<file path="src/rtl/ex_mem_pkg.sv">
// Shared types and constants for the EX/MEM stage and its data-memory access controller.
package ex_mem_pkg;
  localparam int DATA_W = 32;
  localparam int WADR_W = 5;
  localparam int SIDE_W = 5;

  // Bit positions inside the side-strobe vector
  localparam int SIDE_CYCLES         = 0;
  localparam int SIDE_COPY_TO_RAM    = 1;
  localparam int SIDE_FRAME_FLUSH    = 2;
  localparam int SIDE_GET_BITMAP     = 3;
  localparam int SIDE_SCREEN_INS_OPT = 4;

  typedef enum logic {
    IDLE = 1'b0,
    DONE = 1'b1
  } mem_state_e;
endpackage

</file>
<file path="src/rtl/ex_mem_stage_if.sv">
// Data-RAM request/acknowledge bus between the EX/MEM stage (master) and the RAM (slave).
interface ex_mem_stage_if #(
  parameter int DATA_W = ex_mem_pkg::DATA_W
);
  logic              DMem_Req;
  logic              DMem_We;
  logic [DATA_W-1:0] DMem_Addr;
  logic [DATA_W-1:0] DMem_WData;
  logic              DMem_Ack;
  logic [DATA_W-1:0] DMem_RData;

  modport master (
    output DMem_Req, DMem_We, DMem_Addr, DMem_WData,
    input  DMem_Ack, DMem_RData
  );

  modport slave (
    input  DMem_Req, DMem_We, DMem_Addr, DMem_WData,
    output DMem_Ack, DMem_RData
  );
endinterface

</file>
<file path="src/rtl/mem_access_fsm.sv">
// Tracks one outstanding data-memory access: raises the request, stalls the pipe
// until acknowledge, captures load data and spends one DONE cycle releasing the stage.
module mem_access_fsm
  import ex_mem_pkg::*;
#(
  parameter int DATA_W = ex_mem_pkg::DATA_W
) (
  input  logic              CLK,
  input  logic              RESET_N,
  input  logic              mem_op,
  input  logic              store,
  input  logic              dmem_ack,
  input  logic [DATA_W-1:0] dmem_rdata,
  output logic              dmem_req,
  output logic              dmem_we,
  output logic              stall,
  output logic              done,
  output logic [DATA_W-1:0] read_data
);
  mem_state_e        state_q;
  logic [DATA_W-1:0] read_data_q;

  always_ff @(posedge CLK) begin
    if (!RESET_N) begin
      state_q     <= IDLE;
      read_data_q <= '0;
    end else begin
      case (state_q)
        IDLE: begin
          // An ack with no request pending is ignored entirely
          if (mem_op && dmem_ack) begin
            state_q <= DONE;
            if (!store) read_data_q <= dmem_rdata;
          end
        end
        DONE:    state_q <= IDLE;
        default: state_q <= IDLE;
      endcase
    end
  end

  assign dmem_req  = mem_op & (state_q == IDLE);
  assign stall     = dmem_req;
  assign dmem_we   = store;
  assign done      = (state_q == DONE);
  assign read_data = read_data_q;
endmodule

</file>
<file path="src/rtl/ex_mem_stage.sv">
// EX/MEM pipeline register: latches EX results, drives the data RAM through
// mem_access_fsm and presents bubble-gated control strobes to MEM/WB.
module ex_mem_stage
  import ex_mem_pkg::*;
#(
  parameter int DATA_W = ex_mem_pkg::DATA_W,
  parameter int WADR_W = ex_mem_pkg::WADR_W,
  parameter int SIDE_W = ex_mem_pkg::SIDE_W
) (
  input  logic              CLK,
  input  logic              RESET_N,
  input  logic              Flush,
  input  logic              EX_Valid,
  input  logic [DATA_W-1:0] EX_AluResult,
  input  logic [DATA_W-1:0] EX_R2,
  input  logic [DATA_W-1:0] EX_Instr,
  input  logic [DATA_W-1:0] EX_PC,
  input  logic [DATA_W-1:0] EX_PC_plus_four,
  input  logic [WADR_W-1:0] EX_WAdr,
  input  logic              EX_MemRead,
  input  logic              EX_MemWrite,
  input  logic              EX_MemToReg,
  input  logic              EX_RegWrite,
  input  logic              EX_JAL,
  input  logic [SIDE_W-1:0] EX_Side,
  ex_mem_stage_if.master    dmem,
  output logic              Stall_Out,
  output logic [DATA_W-1:0] AluResult,
  output logic [DATA_W-1:0] R2,
  output logic [DATA_W-1:0] Instr,
  output logic [DATA_W-1:0] PC,
  output logic [DATA_W-1:0] PC_plus_four,
  output logic [DATA_W-1:0] ReadData,
  output logic [WADR_W-1:0] WAdr,
  output logic              RegWrite,
  output logic              MemToReg,
  output logic              JAL,
  output logic [SIDE_W-1:0] Side,
  output logic              MEM_Valid
);
  logic              valid_q;
  logic [DATA_W-1:0] alu_q, r2_q, instr_q, pc_q, pc4_q;
  logic [WADR_W-1:0] wadr_q;
  logic              mem_read_q, mem_write_q, mem_to_reg_q, reg_write_q, jal_q;
  logic [SIDE_W-1:0] side_q;

  logic mem_op, stall, done;

  always_ff @(posedge CLK) begin
    if (!RESET_N) begin
      valid_q      <= 1'b0;
      alu_q        <= '0;
      r2_q         <= '0;
      instr_q      <= '0;
      pc_q         <= '0;
      pc4_q        <= '0;
      wadr_q       <= '0;
      mem_read_q   <= 1'b0;
      mem_write_q  <= 1'b0;
      mem_to_reg_q <= 1'b0;
      reg_write_q  <= 1'b0;
      jal_q        <= 1'b0;
      side_q       <= '0;
    end else if (!stall) begin
      // While stalled the whole register holds, so a Flush has no effect that cycle
      valid_q      <= EX_Valid & ~Flush;
      alu_q        <= EX_AluResult;
      r2_q         <= EX_R2;
      instr_q      <= EX_Instr;
      pc_q         <= EX_PC;
      pc4_q        <= EX_PC_plus_four;
      wadr_q       <= EX_WAdr;
      mem_read_q   <= EX_MemRead;
      mem_write_q  <= EX_MemWrite;
      mem_to_reg_q <= EX_MemToReg;
      reg_write_q  <= EX_RegWrite;
      jal_q        <= EX_JAL;
      side_q       <= EX_Side;
    end
  end

  assign mem_op = valid_q & (mem_read_q | mem_write_q);

  mem_access_fsm #(.DATA_W(DATA_W)) u_fsm (
    .CLK       (CLK),
    .RESET_N   (RESET_N),
    .mem_op    (mem_op),
    .store     (mem_write_q),
    .dmem_ack  (dmem.DMem_Ack),
    .dmem_rdata(dmem.DMem_RData),
    .dmem_req  (dmem.DMem_Req),
    .dmem_we   (dmem.DMem_We),
    .stall     (stall),
    .done      (done),
    .read_data (ReadData)
  );

  assign dmem.DMem_Addr  = alu_q;
  assign dmem.DMem_WData = r2_q;

  assign Stall_Out = stall;
  assign MEM_Valid = valid_q & (~mem_op | done);

  assign AluResult    = alu_q;
  assign R2           = r2_q;
  assign Instr        = instr_q;
  assign PC           = pc_q;
  assign PC_plus_four = pc4_q;
  assign WAdr         = wadr_q;
  assign RegWrite     = reg_write_q & MEM_Valid;
  assign MemToReg     = mem_to_reg_q & MEM_Valid;
  assign JAL          = jal_q & MEM_Valid;
  assign Side         = side_q & {SIDE_W{MEM_Valid}};
endmodule
</file>
<file path="src/flat_wrapper.sv">
// flat-port wrapper written by rule: the top's interface ports become plain ports
module ex_mem_stage_flat import ex_mem_pkg::*;
#(
  parameter int DATA_W = ex_mem_pkg::DATA_W,
  parameter int WADR_W = ex_mem_pkg::WADR_W,
  parameter int SIDE_W = ex_mem_pkg::SIDE_W
)
  (CLK, RESET_N, Flush, EX_Valid, EX_AluResult, EX_R2, EX_Instr, EX_PC, EX_PC_plus_four, EX_WAdr, EX_MemRead, EX_MemWrite, EX_MemToReg, EX_RegWrite, EX_JAL, EX_Side, Stall_Out, AluResult, R2, Instr, PC, PC_plus_four, ReadData, WAdr, RegWrite, MemToReg, JAL, Side, MEM_Valid, dmem_DMem_Req, dmem_DMem_We, dmem_DMem_Addr, dmem_DMem_WData, dmem_DMem_Ack, dmem_DMem_RData);
  ex_mem_stage_if #(.DATA_W(DATA_W)) dmem_i ();
  input  logic CLK;
  input  logic RESET_N;
  input  logic Flush;
  input  logic EX_Valid;
  input  logic [DATA_W-1:0] EX_AluResult;
  input  logic [DATA_W-1:0] EX_R2;
  input  logic [DATA_W-1:0] EX_Instr;
  input  logic [DATA_W-1:0] EX_PC;
  input  logic [DATA_W-1:0] EX_PC_plus_four;
  input  logic [WADR_W-1:0] EX_WAdr;
  input  logic EX_MemRead;
  input  logic EX_MemWrite;
  input  logic EX_MemToReg;
  input  logic EX_RegWrite;
  input  logic EX_JAL;
  input  logic [SIDE_W-1:0] EX_Side;
  output logic Stall_Out;
  output logic [DATA_W-1:0] AluResult;
  output logic [DATA_W-1:0] R2;
  output logic [DATA_W-1:0] Instr;
  output logic [DATA_W-1:0] PC;
  output logic [DATA_W-1:0] PC_plus_four;
  output logic [DATA_W-1:0] ReadData;
  output logic [WADR_W-1:0] WAdr;
  output logic RegWrite;
  output logic MemToReg;
  output logic JAL;
  output logic [SIDE_W-1:0] Side;
  output logic MEM_Valid;
  output wire logic [$bits(dmem_i.DMem_Req)-1:0] dmem_DMem_Req;
  output wire logic [$bits(dmem_i.DMem_We)-1:0] dmem_DMem_We;
  output wire logic [$bits(dmem_i.DMem_Addr)-1:0] dmem_DMem_Addr;
  output wire logic [$bits(dmem_i.DMem_WData)-1:0] dmem_DMem_WData;
  input wire logic [$bits(dmem_i.DMem_Ack)-1:0] dmem_DMem_Ack;
  input wire logic [$bits(dmem_i.DMem_RData)-1:0] dmem_DMem_RData;
  assign dmem_DMem_Req = dmem_i.DMem_Req;
  assign dmem_DMem_We = dmem_i.DMem_We;
  assign dmem_DMem_Addr = dmem_i.DMem_Addr;
  assign dmem_DMem_WData = dmem_i.DMem_WData;
  assign dmem_i.DMem_Ack = dmem_DMem_Ack;
  assign dmem_i.DMem_RData = dmem_DMem_RData;
  ex_mem_stage #(.DATA_W(DATA_W), .WADR_W(WADR_W), .SIDE_W(SIDE_W)) u_core (.CLK(CLK), .RESET_N(RESET_N), .Flush(Flush), .EX_Valid(EX_Valid), .EX_AluResult(EX_AluResult), .EX_R2(EX_R2), .EX_Instr(EX_Instr), .EX_PC(EX_PC), .EX_PC_plus_four(EX_PC_plus_four), .EX_WAdr(EX_WAdr), .EX_MemRead(EX_MemRead), .EX_MemWrite(EX_MemWrite), .EX_MemToReg(EX_MemToReg), .EX_RegWrite(EX_RegWrite), .EX_JAL(EX_JAL), .EX_Side(EX_Side), .dmem(dmem_i), .Stall_Out(Stall_Out), .AluResult(AluResult), .R2(R2), .Instr(Instr), .PC(PC), .PC_plus_four(PC_plus_four), .ReadData(ReadData), .WAdr(WAdr), .RegWrite(RegWrite), .MemToReg(MemToReg), .JAL(JAL), .Side(Side), .MEM_Valid(MEM_Valid));
endmodule
</file>
<file path="config.mk">
export PLATFORM = sky130hd
export DESIGN_NAME = ex_mem_stage_flat
export DESIGN_NICKNAME = d
export VERILOG_FILES = /design/src/rtl/ex_mem_pkg.sv /design/src/rtl/ex_mem_stage_if.sv /design/src/rtl/mem_access_fsm.sv /design/src/rtl/ex_mem_stage.sv /design/src/flat_wrapper.sv
export SDC_FILE = /design/constraint.sdc
export NUM_CORES = 1
export LEC_CHECK = 0
export CAP_MARGIN = 20
export CORE_AREA = 2 2 188 190
export CTS_CLUSTER_DIAMETER = 60
export DETAILED_ROUTE_END_ITERATION = 8
export DIE_AREA = 0 0 190 192
export SYNTH_ARGS = -nofsm -noshare
export SYNTH_HDL_FRONTEND = slang
export SYNTH_SLANG_ARGS = --single-unit
</file>
<file path="constraint.sdc">
create_clock -name CLK -period 2.6 [get_ports CLK]
set_clock_uncertainty 0.15 [all_clocks]
set_input_delay 0.39 -clock CLK [delete_from_list [all_inputs] [get_ports CLK]]
set_output_delay 0.39 -clock CLK [all_outputs]
set_load 0.01 [all_outputs]
</file>
==> results of run 1 <==
==> layer usage <==
layer	up-vias	GRT usage	routed length (um)
met5	-	0	0
li1	4216	-	-
met3	47	0.0605	3360
met1	4094	0.202	13500
met4	0	0.0489	875
met2	362	0.295	15800
==> synth_stat cells <==
library cell,number,share of area
buf_2,31,0.017
nand3_1,173,0.096
o21a_1,2,0.0017
nand2b_4,1,0.0015
o21ai_0,173,0.096
nor3_4,1,0.0018
clkbuf_1,48,0.020
and3_1,1,0.00069
a21boi_0,143,0.12
buf_4,77,0.064
dfxtp_1,209,0.46
or2_2,1,0.00069
nand2_1,67,0.028
mux2i_1,32,0.035
clkbuf_8,1,0.0015
and2_1,8,0.0055
nor2b_1,1,0.00069
a21boi_1,32,0.027
buf_6,11,0.014
nor2_4,1,0.0012
and2b_1,1,0.00083
buf_8,3,0.0050
nand3b_1,2,0.0017
nor2_1,1,0.00041
==> final cells by class <==
type	instances	area, um2	area share
sequential	209	4190	0.287
clock buffer	41	801	0.0549
clock inverter	7	53.8	0.00369
multi-input combinational	640	3780	0.259
timing repair buffer	505	5190	0.356
tap	455	569	0.0391
==> how the worst min path moves through the flow <==
| stage | depth (start not counted) | end | slack (ns) | start |
|---|---|---|---|---|
| 3_5_place_dp | 2 | u_core.u_fsm.read_data[22]$_SDFFE_PN0P_ | 0.30 | u_core.u_fsm.read_data[22]$_SDFFE_PN0P_ |
| 2_1_floorplan | 2 | u_core.side_q[0]$_SDFFE_PN0N_ | 0.29 | u_core.side_q[0]$_SDFFE_PN0N_ |
| 5_1_grt | 2 | u_core.AluResult[5]$_SDFFE_PN0N_ | 0.20 | RESET_N |
| 6_report | 2 | u_core.AluResult[5]$_SDFFE_PN0N_ | 0.17 | RESET_N |
| 4_1_cts | 2 | u_core.PC[20]$_SDFFE_PN0N_ | 0.18 | RESET_N |
| 3_3_place_gp | 2 | u_core.u_fsm.read_data[16]$_SDFFE_PN0P_ | 0.29 | u_core.u_fsm.read_data[16]$_SDFFE_PN0P_ |
==> logic make-up after synthesis <==
| kind of cell | after synthesis |
|---|---|
| AO/OA/AOI/OAI | 350 |
| buffers and inverters | 171 |
| flip-flops | 209 |
| multiplexers | 32 |
| AND/OR/NAND/NOR | 258 |
==> power by group <==
part           switching, mW  total (mW)  internal, mW
registers              0.120        3.51          3.39
logic                  0.679        1.52         0.838
clock network           1.45        3.58          2.12
==> state kept, by name, summed over array words and instances (netlist names), 5 cells and up <==
name                    flops
u_core.AluResult           32
u_core.R2                  32
u_core.PC                  32
u_core.PC_plus_four        32
u_core.side_q               5
u_core.Instr               32
u_core.u_fsm.read_data     32
u_core.WAdr                 5
==> worst register-to-register path: cells and delay by family (launching register included) <==
kind,cells,cell delay (ns)
buffers and inverters,1,0.68
AOI/OAI and AO/OA,2,0.55
DFF,1,0.35
and+or+nand+nor,1,0.16
==> per-stage QoR <==
| step | hold slack [ns] | std cells | total power, mW |
|---|---|---|---|
| 4_1_cts | 0.176 | 1857 | 8.73 |
| 6_report | 0.174 | 1857 | 8.60 |
| 3_3_place_gp | 0.291 | 1809 | 5.09 |
| 2_1_floorplan | 0.288 | 1020 | 4.23 |
| 3_5_place_dp | 0.298 | 1809 | 5.10 |
| 5_1_grt | 0.195 | 1857 | 8.96 |
==> reports/qor.txt, run 1 <==
CP Class = reg -> out
VDD IR-drop max = 422 uV
Max-slew violation count = 0
Adder-cell share of the synthesized area = 0
Xor/xnor share of the synthesized area = 0
Setup violators final = 0
Antenna-violating nets left = 0
Outcome = finished clean
Vias in the first global route = 8455
Antenna violations before repair = 0
Worst-path clk slew = 0.06 ns
WP data required = 2.06 ns
DR iter-0 viols = 349
Starting Density = 0.264
CTS tree = done
Post-route setup TNS = 0 ns
CTS root buffer = clkbuf_16
Largest family of logic cells by synthesized area = compound AO/OA/AOI/OAI gates
RSZ-0062 raised after global routing = no
All-layer global routing usage = 0.172
CP Depth = 4
Worst EP arrival = 1.94 ns
Share of layout cells above drive strength 1 = 0.0485
Worst-margin pin slew = 0.958 ns
Critical Path End = Side[1]
Final period util = 0.955
Core area = 0.0343 mm2
Mean Syn Cell Area = 8.87 um2
DP Area = 0.0137 mm2
Post-Place Setup Slack = 0.522 ns
# DRC = 0
Post-CTS sizing = 2
Worst reg2reg setup slack = 0.63 ns
Mux cell area share after synthesis = 0.0354
MaxCap Viol Count = 0
Leakage power = 5.13 nW
Detailed Place HPWL = 22.6 mm
Fin area = 0.0146 mm2
Post-route setup slack = 0.116 ns
Worst-Skew Late Latency = 0.54 ns
Hold Buf Count CTS = 0
Vias/cell = 4.70
Yosys cell types = 24
CP cell instances = nor2_4 -> o21a_1 -> and2_1 -> clkdlybuf4s50_1
FILL cells = 3306
Grt ovf = 0
Largest net degree at the start of global routing = 175
Worst r2r src = u_core.mem_read_q$_SDFFE_PN0N_
HP Class = in -> reg
Gate Count Post-Synth = 1020
Max-slew headroom = 0.361
Crit. End Element = output port
Worst-case clock buffer depth = 3
I/O pin cnt = 485
Crit path launch type = register
Routed WL per cell = 18.1 um
Critical Path Fanout Max = 4
Synth Cell Area = 0.00905 mm2
Post-CTS Setup Bufs = 0
Antenna Cells = 0
Power Dens Cells = 590 mW/mm2
WL final = 33.5 mm
Gpl congestion = 0.755
Max stage delay on crit path = 0.57 ns
Core Rows = 68
Slowest cell on the critical path = clkdlybuf4s50_1
Post-synth net total = 1232
Synth warnings = 0
Leading cell type in the layout, fill and taps excluded = clkdlybuf4s50_1
Total clock sinks = 209
Fin nets = 1596
CP Buf/Inv Count = 1
Simple-Gate Fraction of Synth Area = 0.139
Seq/Total Area, Yosys = 0.462
DRT Pass-1 Iters = 6
Vias = 8719
PortBufs = 484
Die width = 190 um
End of the worst register-to-register path = u_core.Instr[4]$_SDFFE_PN0N_
Hold Vio Cnt, Final = 0
CP startpoint = u_core.mem_read_q$_SDFFE_PN0N_
Max H-tree Level = 1
Min Clock Period, post-route = 2.48 ns
Area grow syn2layout = 61.0%
Die height = 192 um
Synth Register Bits = 209
Synth Area in Compound Gates = 0.243
Leading cell types in the layout, fill and taps excluded = clkdlybuf4s50_1 (476), dfxtp_1 (208), nand3_1 (173), o21ai_0 (173), a21boi_0 (143)
Post-route core utilization = 0.425
First-pass GRT wire length = 49.9 mm
Worst Reg-to-Reg Cells = 4
FMAX = 0.403 GHz
Crit-path leading delay family = buffers and inverters
Die area = 0.0365 mm2
Num CTS Buffers = 28
(Power assumes the default switching activity.)
==> run 2: changes to the inputs <==
--- a/config.mk
+++ b/config.mk
@@ -8,6 +8,7 @@
 export CAP_MARGIN = 20
 export CORE_AREA = 2 2 188 190
 export CTS_CLUSTER_DIAMETER = 60
+export CTS_CLUSTER_SIZE = 8
 export DETAILED_ROUTE_END_ITERATION = 8
 export DIE_AREA = 0 0 190 192
 export SYNTH_ARGS = -nofsm -noshare
==> reports/qor.txt, run 2 (synthesized netlist as in run 1, its figures left out) <==
Vias in the first global route = 8436 (-0.22%)
Largest net degree at the start of global routing = 175 (unchanged)
Outcome = finished clean
Fin cells = 1845 (-0.65%)
Max stage delay on crit path = 0.57 ns (about the same)
Gpl congestion = 0.755 (unchanged)
Max-slew headroom = 0.358 (-0.00264)
Antenna violations before repair = 0 (unchanged)
Setup violators final = 0 (unchanged)
Worst-margin pin slew = 0.962 ns (+0.00395 ns)
Die area = 0.0365 mm2 (unchanged)
Routed WL per cell = 18.0 um (-0.26%)
Post-route setup TNS = 0 ns (unchanged)
Max-slew violation count = 0 (unchanged)
Worst r2r src = u_core.mem_read_q$_SDFFE_PN0N_
CP startpoint = u_core.mem_read_q$_SDFFE_PN0N_
FMAX = 0.403 GHz (about the same)
FILL cells = 3312 (+0.18%)
Power Dens Cells = 586 mW/mm2 (-0.70%)
Worst-case clock buffer depth = 3 (unchanged)
Worst-Skew Late Latency = 0.55 ns (about the same)
# DRC = 0 (unchanged)
VDD IR-drop max = 437 uV (+3.6%)
MaxCap Viol Count = 0 (unchanged)
CP Buf/Inv Count = 1 (unchanged)
I/O pin cnt = 485 (unchanged)
Worst EP arrival = 1.94 ns (about the same)
WL final = 33.2 mm (-0.91%)
Post-route setup slack = 0.116 ns (+0.0000240 ns)
Antenna-violating nets left = 0 (unchanged)
All-layer global routing usage = 0.171 (-0.00102)
Placed Cells incl. Taps = 1809 (unchanged)
Post-Place Setup Slack = 0.522 ns (unchanged)
First-pass GRT wire length = 49.6 mm (-0.57%)
PortBufs = 484 (unchanged)
Min Clock Period, post-route = 2.48 ns (-0.0000240 ns)
CP Class = reg -> out
Area grow syn2layout = 60.7%
Slowest cell on the critical path = clkdlybuf4s50_1
Crit-path leading delay family = buffers and inverters
CTS root buffer = clkbuf_16
Vias/cell = 4.69 (about the same)
CP cell instances = nor2_4 -> o21a_1 -> and2_1 -> clkdlybuf4s50_1
Num CTS Buffers = 31 (+11%)
Critical Path Fanout Max = 4 (unchanged)
RSZ-0062 raised after global routing = no
Total clock sinks = 209 (unchanged)
HP Class = in -> reg
Detailed Place HPWL = 22.6 mm (unchanged)
Vias = 8660 (-0.68%)
Leading cell type in the layout, fill and taps excluded = clkdlybuf4s50_1
Die height = 192 um (unchanged)
Crit path launch type = register
Leakage power = 5.12 nW (-0.18%)
Crit. End Element = output port
Final period util = 0.955 (about the same)
CTS tree = done
DR iter-0 viols = 342 (-2.0%)
Grt ovf = 0 (unchanged)
Core area = 0.0343 mm2 (unchanged)
Hold Vio Cnt, Final = 0 (unchanged)
Die width = 190 um (unchanged)
Starting Density = 0.264 (unchanged)
Leading cell types in the layout, fill and taps excluded = clkdlybuf4s50_1 (476), dfxtp_1 (208), nand3_1 (173), o21ai_0 (173), a21boi_0 (143)
Core Rows = 68 (unchanged)
Worst-path clk slew = 0.05 ns (about the same)
Hold path start = RESET_N
Antenna Cells = 0 (unchanged)
Max H-tree Level = 1 (unchanged)
Fin nets = 1599 (+0.19%)
WP data required = 2.06 ns (about the same)
DRT Pass-1 Iters = 5 (-1)
Share of layout cells above drive strength 1 = 0.0460 (-0.00246)
==> run 2: cell count changes in the layout (fill, tap and decap cells not counted) <==
cell and delta:
clkbuf_1 -8, clkbuf_8 -2, inv_8 -1, clkinv_2 -2
clkinvlp_4 -2, clkbuf_16 +2, clkinv_4 +1
==> run 2: cell type report <==
class / instances / area, um2 / area share
timing repair buffer: 505 / 5190 / 0.357
multi-input combinational: 640 / 3780 / 0.260
clock inverter: 3 / 26.3 / 0.00181
sequential: 209 / 4190 / 0.288
tap: 455 / 569 / 0.0392
clock buffer: 33 / 793 / 0.0546
==> run 2: final timing paths <==
| kind | end | slack [ns] | cells after the start |
|---|---|---|---|
| worst max-delay path | Side[1] | 0.12 | 4 |
| worst min-delay path | u_core.AluResult[5]$_SDFFE_PN0N_ | 0.17 | 2 |
| worst max register to register | u_core.R2[0]$_SDFFE_PN0N_ | 0.63 | 4 |
| worst min register to register | u_core.u_fsm.read_data[16]$_SDFFE_PN0P_ | 0.30 | 2 |
==> run 2: per-stage QoR <==
step	hold slack [ns]	total power [mW]	cell area (um2)	util
final	0.170	8.52	14500	0.424
after global routing	0.180	8.90	14500	0.424
after CTS	0.178	8.67	14500	0.423
after detailed placement	0.298	5.10	13700	0.399
after global placement	0.291	5.09	13700	0.399
after floorplan	0.288	4.23	9050	-
==> run 2: routing by layer <==
metal / track usage / share of wire / up-vias
li1: - / - / 4213
met5: 0 / 0 / -
met3: 0.0603 / 0.096 / 47
met2: 0.293 / 0.47 / 351
met4: 0.0459 / 0.021 / 0
met1: 0.202 / 0.41 / 4049
==> run 2: what timing repair did <==
action	4_1_cts	5_1_grt
buffers inserted	0	0
hold buffers	0	0
resized for setup	2	8
setup endpoints to repair	8	9
==> run 2: where the power goes <==
group          switching [mW]  leakage, nW  internal [mW]
Combinational           0.677         2.99          0.838
Clock                    1.38        0.403           2.12
Sequential              0.120         1.73           3.39
